`config.mk`:
```
export PLATFORM = sky130hd
export DESIGN_NAME = dram_stream_source
export DESIGN_NICKNAME = d
export VERILOG_FILES = /design/src/rtl/dram_stream_source_pkg.sv /design/src/rtl/dram_stream_source_credit.sv /design/src/rtl/dram_stream_source.sv
export SDC_FILE = /design/constraint.sdc
export NUM_CORES = 1
export LEC_CHECK = 0
export CAP_MARGIN = 20
export CORE_UTILIZATION = 40
export DETAILED_ROUTE_END_ITERATION = 7
export PLACE_DENSITY_LB_ADDON = 0.15
export SLEW_MARGIN = 30
export SYNTH_ARGS = -nofsm -noshare
export SYNTH_HDL_FRONTEND = slang
export SYNTH_HIERARCHICAL = 1
export SYNTH_SLANG_ARGS = --single-unit
```
`constraint.sdc`:
```
create_clock -name clock_i -period 1.89 [get_ports clock_i]
set_input_delay 0.4725 -clock clock_i [delete_from_list [all_inputs] [get_ports clock_i]]
set_output_delay 0.4725 -clock clock_i [all_outputs]
set_load 0.05 [all_outputs]
```
`src/rtl/dram_stream_source_pkg.sv`:
```
// Shared definitions for both ends of the streaming SDRAM read interface:
// source FSM encodings, prefetcher FSM encodings and default word/address widths.
package dram_stream_source_pkg;

   localparam int DEF_WIDTH = 24;
   localparam int DEF_ABITS = 21;

   typedef enum logic [1:0] {
      SRC_IDLE  = 2'h0,
      SRC_ISSUE = 2'h1,
      SRC_WAIT  = 2'h2,
      SRC_DONE  = 2'h3
   } src_state_t;

   // Prefetcher side: number of words held in its two-word store.
   typedef enum logic [1:0] {
      PF_EMPTY = 2'h0,
      PF_ONE   = 2'h1,
      PF_TWO   = 2'h2
   } pf_state_t;

endpackage

```
`src/rtl/dram_stream_source_credit.sv`:
```
// dram_credit_counter: saturating up/down credit counter with clear and load-to-one.
// A credit arriving at saturation is dropped.
module dram_credit_counter #(
   parameter int CREDITS = 2,
   parameter int CBITS   = $clog2(CREDITS + 1)
) (
   input  logic             clock_i,
   input  logic             reset_i,
   input  logic             clear_i,
   input  logic             load_i,
   input  logic             inc_i,
   input  logic             dec_i,
   output logic [CBITS-1:0] count_o
);

   logic [CBITS-1:0] count_q;
   logic             full;

   assign full    = (count_q == CBITS'(CREDITS));
   assign count_o = count_q;

   always_ff @(posedge clock_i) begin
      if (reset_i || clear_i) begin
         count_q <= '0;
      end else if (load_i) begin
         count_q <= CBITS'(1);
      end else if (inc_i && !dec_i && !full) begin
         count_q <= count_q + CBITS'(1);
      end else if (dec_i && !inc_i && (count_q != '0)) begin
         count_q <= count_q - CBITS'(1);
      end
   end

`ifdef __icarus
   always_ff @(posedge clock_i) begin
      if (!reset_i && !clear_i && !load_i && inc_i && !dec_i && full)
         $error("dram_credit_counter: credit at saturation, request dropped");
   end
`endif

endmodule

```
`src/rtl/dram_stream_source.sv`:
```
// Streams words from the SDRAM acquisition buffer to the prefetcher, one read per credit,
// never overtaking the writer. Define DRAM_SOURCE_ONESHOT_EN to stop at LIMIT instead of wrapping.
module dram_stream_source
   import dram_stream_source_pkg::*;
#(
   parameter int          WIDTH   = DEF_WIDTH,
   parameter int          ABITS   = DEF_ABITS,
   parameter int unsigned LIMIT   = (1 << ABITS) - 1,
   parameter int          CREDITS = 2
) (
   input  logic             clock_i,
   input  logic             reset_i,
   input  logic             enable_i,
   input  logic [ABITS-1:0] wr_addr_i,
   input  logic             request_i,
   output logic             ready_o,
   output logic [WIDTH-1:0] data_o,
   output logic             cmd_request_o,
   input  logic             cmd_accept_i,
   output logic [ABITS-1:0] cmd_address_o,
   input  logic             rd_valid_i,
   input  logic [WIDTH-1:0] rd_data_i,
   output logic [ABITS-1:0] rd_addr_o,
   output logic             busy_o,
`ifdef DRAM_SOURCE_ONESHOT_EN
   output logic             done_o,
`endif
   output src_state_t       state_o
);

   localparam int               CBITS     = $clog2(CREDITS + 1);
   localparam logic [ABITS-1:0] LAST_ADDR = ABITS'(LIMIT);

   // Handshake: cmd_request_o is held with a stable cmd_address_o until the cycle
   // cmd_accept_i is high; ready_o is a one-cycle strobe qualifying data_o.
   src_state_t       state_q, state_d;
   logic             enable_q;
   logic [CBITS-1:0] credit;
   logic [ABITS-1:0] rd_addr_q, cmd_addr_q, next_addr;
   logic [WIDTH-1:0] data_q;
   logic             ready_q;
   logic             start, accept, deliver, at_limit, credit_clear;

   assign at_limit = (rd_addr_q == LAST_ADDR);
   assign start    = (state_q == SRC_IDLE) && enable_i && (credit != '0) && (rd_addr_q != wr_addr_i);
   assign accept   = (state_q == SRC_ISSUE) && cmd_accept_i;
   assign deliver  = (state_q == SRC_WAIT) && rd_valid_i;

`ifdef DRAM_SOURCE_ONESHOT_EN
   logic last_q;
   assign next_addr    = at_limit ? rd_addr_q : rd_addr_q + ABITS'(1);
   assign credit_clear = !enable_i || (state_q == SRC_DONE);
   assign done_o       = (state_q == SRC_DONE);
`else
   assign next_addr    = at_limit ? '0 : rd_addr_q + ABITS'(1);
   assign credit_clear = !enable_i;
`endif

   // Follows enable_i even through reset so a reset with enable held high
   // does not look like a fresh stream start.
   always_ff @(posedge clock_i) begin
      enable_q <= enable_i;
   end

   dram_credit_counter #(
      .CREDITS (CREDITS),
      .CBITS   (CBITS)
   ) u_credit (
      .clock_i (clock_i),
      .reset_i (reset_i),
      .clear_i (credit_clear),
      .load_i  (enable_i && !enable_q),
      .inc_i   (request_i),
      .dec_i   (accept),
      .count_o (credit)
   );

   always_comb begin
      state_d = state_q;
      case (state_q)
         SRC_IDLE:  if (start) state_d = SRC_ISSUE;
         SRC_ISSUE: if (cmd_accept_i) state_d = SRC_WAIT;
`ifdef DRAM_SOURCE_ONESHOT_EN
         SRC_WAIT:  if (rd_valid_i) state_d = last_q ? SRC_DONE : SRC_IDLE;
         SRC_DONE:  if (!enable_i) state_d = SRC_IDLE;
`else
         SRC_WAIT:  if (rd_valid_i) state_d = SRC_IDLE;
`endif
         default:   state_d = SRC_IDLE;
      endcase
   end

   always_ff @(posedge clock_i) begin
      if (reset_i) begin
         state_q    <= SRC_IDLE;
         rd_addr_q  <= '0;
         cmd_addr_q <= '0;
         data_q     <= '0;
         ready_q    <= 1'b0;
`ifdef DRAM_SOURCE_ONESHOT_EN
         last_q     <= 1'b0;
`endif
      end else begin
         state_q <= state_d;
         ready_q <= deliver;
         if (start)   cmd_addr_q <= rd_addr_q;
         if (accept)  rd_addr_q  <= next_addr;
         if (deliver) data_q     <= rd_data_i;
`ifdef DRAM_SOURCE_ONESHOT_EN
         if (accept) last_q <= at_limit;
         if ((state_q == SRC_DONE) && !enable_i) begin
            rd_addr_q <= '0;
            last_q    <= 1'b0;
         end
`endif
      end
   end

`ifdef __icarus
   always_ff @(posedge clock_i) begin
      if (!reset_i && rd_valid_i && (state_q != SRC_WAIT))
         $error("dram_stream_source: rd_valid_i outside WAIT ignored");
   end
`endif

   assign cmd_request_o = (state_q == SRC_ISSUE);
   assign cmd_address_o = cmd_addr_q;
   assign rd_addr_o     = rd_addr_q;
   assign busy_o        = (state_q != SRC_IDLE);
   assign ready_o       = ready_q;
   assign data_o        = data_q;
   assign state_o       = state_q;

endmodule
```
==> results of run 1 <==
## Yosys cell counts (all sizes together), types with 5 or more instances
master,number
a221o,19
nand4,12
a21oi,29
clkbuf,16
nor2b,39
xor2,17
dfxtp,72
xnor2,24
buf,8
nand2,62
nor4,5
nor3,7
nand3,7
nor2,26
## routing by layer
metal / share of wire (%) / up-vias
met5: 0 / -
met2: 49 / 92
met1: 45 / 1498
li1: - / 1599
met4: 0.87 / 0
met3: 5.1 / 6
## through the flow
step | hold slack [ps] | TNS (ps) | worst slack, ps
detailed placement | 447 | -16010 | -641
finish | 456 | 0 | 36.5
CTS | 458 | 0 | 7.31
global placement | 442 | -13430 | -547
global route | 475 | -4.30 | -4.30
floorplan | 500 | -392 | -39.2
## registers in the layout, summed over array words and instances, names as in the netlist
name	count
cmd_address_o	21
data_o	24
enable_q	1
rd_addr_o	21
ready_o	1
state_o	2
u_credit/count_o	2
## kinds of logic (layout without fill, tap and decap cells)
kind of cell / Yosys count / after routing / synth area share (%)
and+or+nand+nor: 179 / 179 / 28.5
DFF: 72 / 72 / 43.7
AOI/OAI and AO/OA: 54 / 56 / 12.4
xor gates and xnor gates: 41 / 41 / 10.9
buffers and inverters: 28 / 189 / 4.25
adders and majority gates: 1 / 1 / 0.379
## report_power, final
group          switching [W]  leakage, nW  total (W)  internal [W]
combinational       0.000125         1.50   0.000275      0.000150
clock               0.000591        0.108    0.00122      0.000626
sequential        0.00000725        0.593    0.00152       0.00151
## worst min-delay path: cells and delay by family (launching register included)
kind            cells  cell delay [ps]
flops               1              310
simple gates        1               50
compound gates      1               50
## repair_timing
item                       in CTS  in global routing
setup endpoints to repair      22                 25
gates cloned                    3                  0
resized for setup              16                 15
pin swaps                      21                 13
setup buffers                   4                  1
## how the worst min path moves through the flow
stage	from	endpoint	slack [ps]	depth (start not counted)
finish	data_o[11]	data_o[11]	460	2
global route	data_o[8]	data_o[8]	480	2
CTS	data_o[8]	data_o[8]	460	2
detailed placement	data_o[8]	data_o[8]	450	2
global placement	data_o[4]	data_o[4]	440	2
floorplan	enable_i	enable_q	500	0
## layout make-up
| cell class | count | area, um^2 |
|---|---|---|
| inverter | 4 | 15.0 |
| clock inverter | 4 | 22.5 |
| multi-input combinational | 277 | 1830 |
| fill | 662 | 2710 |
| tap | 102 | 128 |
| timing repair buffer | 169 | 1470 |
| sequential | 72 | 1490 |
| clock buffer | 12 | 176 |
==> flow_summary_export.csv, run 1 <==
group,metric,value,unit
global_routing,grt_pass1_wl,15400,um
floorplanning,core.rowCount,32,
yosys,async_flop_share,0,%
flow_run,maxCapViolations,0,
timing,hold_viol,0,
finish,finish.utilization,65.4,%
timing,min_period,1850,ps
pwr,p_per_area,587,mW/mm^2
clock_network,cts.sinks,72,
global_routing,grt.busiest_layer,"met2",
critical_path,critical-path-top-delay-family,"compound AO/OA/AOI/OAI gates",
pwr,peakVddDrop,0.000359,V
yosys,synth_top_area_cell,"dfxtp_1",
critical_path,critPathCaptureType,"flop",
critical_path,r2r_setup_slack,100,ps
global_routing,grt_max_degree,30,
finish,layoutNonFillerInstCount,640,
clock_network,hold_buffers,0,
global_routing,grt_util_met3,4.43,%
floorplanning,die_h,92.8,um
finish,final_cell_mix,"buf_4, nand2_1, dfxtp_1",
critical_path,cp.required,2120,ps
finish,final_area,0.00513,mm^2
yosys,ys_top_cells_by_area,"dfxtp_1, nor2b_1, nand2_1",
timing,fmax,0.540,GHz
yosys,syn_nets,427,
clock_network,cts_root_buf,"clkbuf_8",
routing,final_antenna_net_count,0,
yosys,synth_edf_count,0,
yosys,ys_seq_elements,72,
place,placed_cell_area,0.00477,mm^2
pwr,finalPower,0.00301,W
critical_path,r2r_start,"rd_addr_o[3]",
critical_path,path_cells,"dlygate4sd2_1 > xnor2_2 > nand4_1 > nor4_4 > buf_6 > a21oi_4 > a221o_2",
yosys,synth_area,0.00330,mm^2
clock_network,clk_latency,340,ps
critical_path,path_buf_inv,2,
finish,final_common_cell,"buf_4",
floorplanning,core,0.00785,mm^2
finish,nNetsFinal,585,
finish,diodes,0,
critical_path,worstPathMaxFanout,5,
global_routing,antenna_found_initial,0,
critical_path,r2r_end,"cmd_address_o[15]",
clock_network,cts_tree,"yes",
floorplanning,initial_utilization,42.1,%
yosys,synth_cell_type_count,41,
critical_path,endpoint,"cmd_address_o[15]",
critical_path,crit_type,"input port to flop",
routing,via_per_inst,4.99,
timing,fin_crit_sh,98.1,%
critical_path,crit_path_start,"wr_addr_i[9]",
routing,routed_wl,9620,um
routing,drcViolationCount,0,
global_routing,grt_overflow_total,0,
timing,relSlewSlack,76.4,%
place,place_congestion,0.786,
yosys,synthCells,375,
floorplanning,die_width,92.8,um
routing,drt-initial-drc-count,128,
critical_path,start_kind,"input port",
floorplanning,die_area,0.00862,mm^2
clock_network,htree_levels,3,
critical_path,cp.arrival,2090,ps
yosys,synth_top_area_share,43.7,%
timing,worst-slew-pin-transition,350,ps
run_status,outcome,"complete, no violations",
timing,clock_skew,5.96,ps
routing,post_drt_wl_per_cell,15.0,um
finish,syn_to_final_growth,55.5,%
clock_network,cts_made_buffers,9,
global_routing,gr-usage-met2,37.6,%
yosys,ys_seq_area_share,43.7,%
place,port_buffers,121,
yosys,synth_ff_type,"dfxtp_1",
global_routing,track_usage,23.1,%
pwr,total_leakage_power,2.20,nW
routing,first_pass_iters,4,
critical_path,cp_slowest_stage_delay,390,ps
place,place_inst,616,
critical_path,cp_slowest_cell,"a221o_2",
global_routing,met1_usage,30.3,%
clock_network,clk_pin_slew,80,ps
yosys,synth.avg_cell_area,8.80,um^2
yosys,ys_warn_count,6,
finish,drive_above_1_share,35.1,%
place,dpl.hpwl,6760,um
floorplanning,top_level_ports,122,
routing,num_vias,3195,
clock_network,clk_path_buf_depth,2,
critical_path,cp.depth,7,
timing,final_max_slew_viol_count,0,
timing,setup_viol,0,
min_path,hp-class,"flop to flop",
critical_path,reg2regPathDepth,6,
global_routing,grt_pass1_vias,3062,
(Power assumes the default switching activity.)
==> run 2: changes to the inputs <==
--- a/config.mk
+++ b/config.mk
@@ -14,3 +14,4 @@
 export SYNTH_HDL_FRONTEND = slang
 export SYNTH_HIERARCHICAL = 1
 export SYNTH_SLANG_ARGS = --single-unit
+export TNS_END_PERCENT = 30
==> flow_summary_export.csv, run 2 (same netlist as run 1, synthesis figures left out) <==
group,metric,value,unit
floorplanning,top_level_ports,122,
floorplanning,die_width,92.8,um
routing,drcViolationCount,0,
finish,syn_to_final_growth,54.5,%
floorplanning,core.rowCount,32,
pwr,p_seq_share,50.1,%
critical_path,cp.required,2130,ps
routing,num_vias,3177,
flow_run,maxCapViolations,0,
place,dpl.hpwl,6570,um
timing,min_period,1850,ps
floorplanning,initial_utilization,42.1,%
critical_path,critPathCaptureType,"flop",
finish,drive_above_1_share,33.8,%
place,placed_cell_area,0.00473,mm^2
place,port_buffers,121,
routing,final_antenna_net_count,0,
pwr,swShare,23.8,%
routing,via_per_inst,5.03,
clock_network,clk_pin_slew,80,ps
finish,nNetsFinal,576,
timing,fmax,0.542,GHz
pwr,finalPower,0.00303,W
finish,diodes,0,
timing,fin_crit_sh,97.7,%
pwr,p_int,0.00231,W
pwr,p_clk_share,40.8,%
finish,final_area,0.00510,mm^2
pwr,p_per_area,594,mW/mm^2
finish,largest_reg_flops,24,
timing,hold_viol,0,
timing,worst-slew-pin-transition,372,ps
clock_network,cts.sinks,72,
floorplanning,die_area,0.00862,mm^2
timing,worst_slack,43.7,ps
min_path,hp-class,"flop to flop",
pwr,peakVddDrop,0.000380,V
timing,final_max_slew_viol_count,0,
clock_network,clk_path_buf_depth,2,
global_routing,grt_max_degree,55,
timing,clock_skew,11.0,ps
place,place_congestion,0.823,
global_routing,track_usage,22.4,%
routing,routed_wl,9580,um
routing,first_pass_iters,4,
global_routing,grt_pass1_wl,14900,um
critical_path,cp.arrival,2090,ps
finish,final_cell_mix,"buf_4, nand2_1, dfxtp_1",
floorplanning,die_h,92.8,um
critical_path,worstPathMaxFanout,6,
global_routing,grt_pass1_vias,2983,
finish,final_common_cell,"buf_4",
pwr,total_leakage_power,2.19,nW
clock_network,cts_tree,"yes",
routing,drt-initial-drc-count,111,
timing,setup_viol,0,
clock_network,cts_made_buffers,9,
critical_path,start_kind,"input port",
run_status,outcome,"complete, no violations",
critical_path,crit_type,"input port to flop",
timing,relSlewSlack,75.0,%
clock_network,htree_levels,3,
global_routing,antenna_found_initial,0,
floorplanning,core,0.00785,mm^2
global_routing,grt_overflow_total,0,
pwr,p_comb_share,9.1,%
place,place_ws,-566,ps
pwr,switching_power,0.000722,W
routing,post_drt_wl_per_cell,15.2,um
clock_network,clk_latency,350,ps
clock_network,cts_root_buf,"clkbuf_8",
## run 2: changes by cell type in the layout (fill, tap and decap cells not counted), sizes merged
| cell | delta |
|---|---|
| buf | -10 |
| clkdlybuf4s50 | -4 |
| dlymetal6s2s | +3 |
| a21oi | +1 |
| bufinv | +1 |
| clkbuf | -1 |
| dlygate4sd2 | +1 |
## run 2: repair_timing
| action | 4_1_cts | 5_1_grt |
|---|---|---|
| endpoints found under the setup margin | 22 | 22 |
| hold buffers | 0 | 0 |
| gates cloned | 2 | 1 |
| pin swaps | 20 | 16 |
| gates resized for setup | 14 | 20 |
| buffers inserted | 3 | 2 |
## run 2: worst paths after layout
path	start	end	slack, ps	depth (start not counted)
worst max-delay path	wr_addr_i[7]	cmd_address_o[15]	40	7
worst min-delay path	data_o[8]	data_o[8]	460	2
worst max register to register	rd_addr_o[7]	cmd_address_o[15]	70	6
worst min register to register	data_o[8]	data_o[8]	460	2
## run 2: layer usage
metal | vias up | GRT usage, % | part of all wire, %
li1 | 1587 | - | -
met1 | 1476 | 30.2 | 44
met2 | 104 | 34.6 | 48
met3 | 10 | 5.17 | 6.8
met4 | 0 | 8.21 | 1.3
met5 | - | 0 | 0
## run 2: through the flow
step	utilization, %	hold slack [ps]	TNS (ps)	std cells
2_1_floorplan	-	500	-550	375
3_3_place_gp	60.3	442	-13260	607
3_5_place_dp	60.3	448	-14240	607
4_1_cts	63.6	441	0	628
5_1_grt	65.0	470	-5.47	631
6_report	65.0	456	0	631
## run 2: area by class of cell
class / instances / area [um^2]
flip-flops and latches: 72 / 1490
fillers: 665 / 2750
multi-input cells: 278 / 1850
clock buffers: 11 / 141
inverters: 4 / 15.0
repair buffers: 159 / 1420
well taps: 102 / 128
clock inverters: 5 / 55.1
## run 2: power by group through the flow
stage                     registers, W  clock network [W]   logic, W
after detailed placement       0.00156                  0   0.000274
after global routing           0.00152            0.00134   0.000295
final                          0.00152            0.00124   0.000277
after global placement         0.00156                  0   0.000272
after floorplan                0.00157                  0  0.0000897
after CTS                      0.00152            0.00126   0.000274
## run 2: worst max-delay path: stages
cell           delay, ps
dlygate4sd2_1        250
xnor2_2              190
nand4_1              170
nor4_4               300
buf_6                190
a21oi_4              110
a221o_2              390
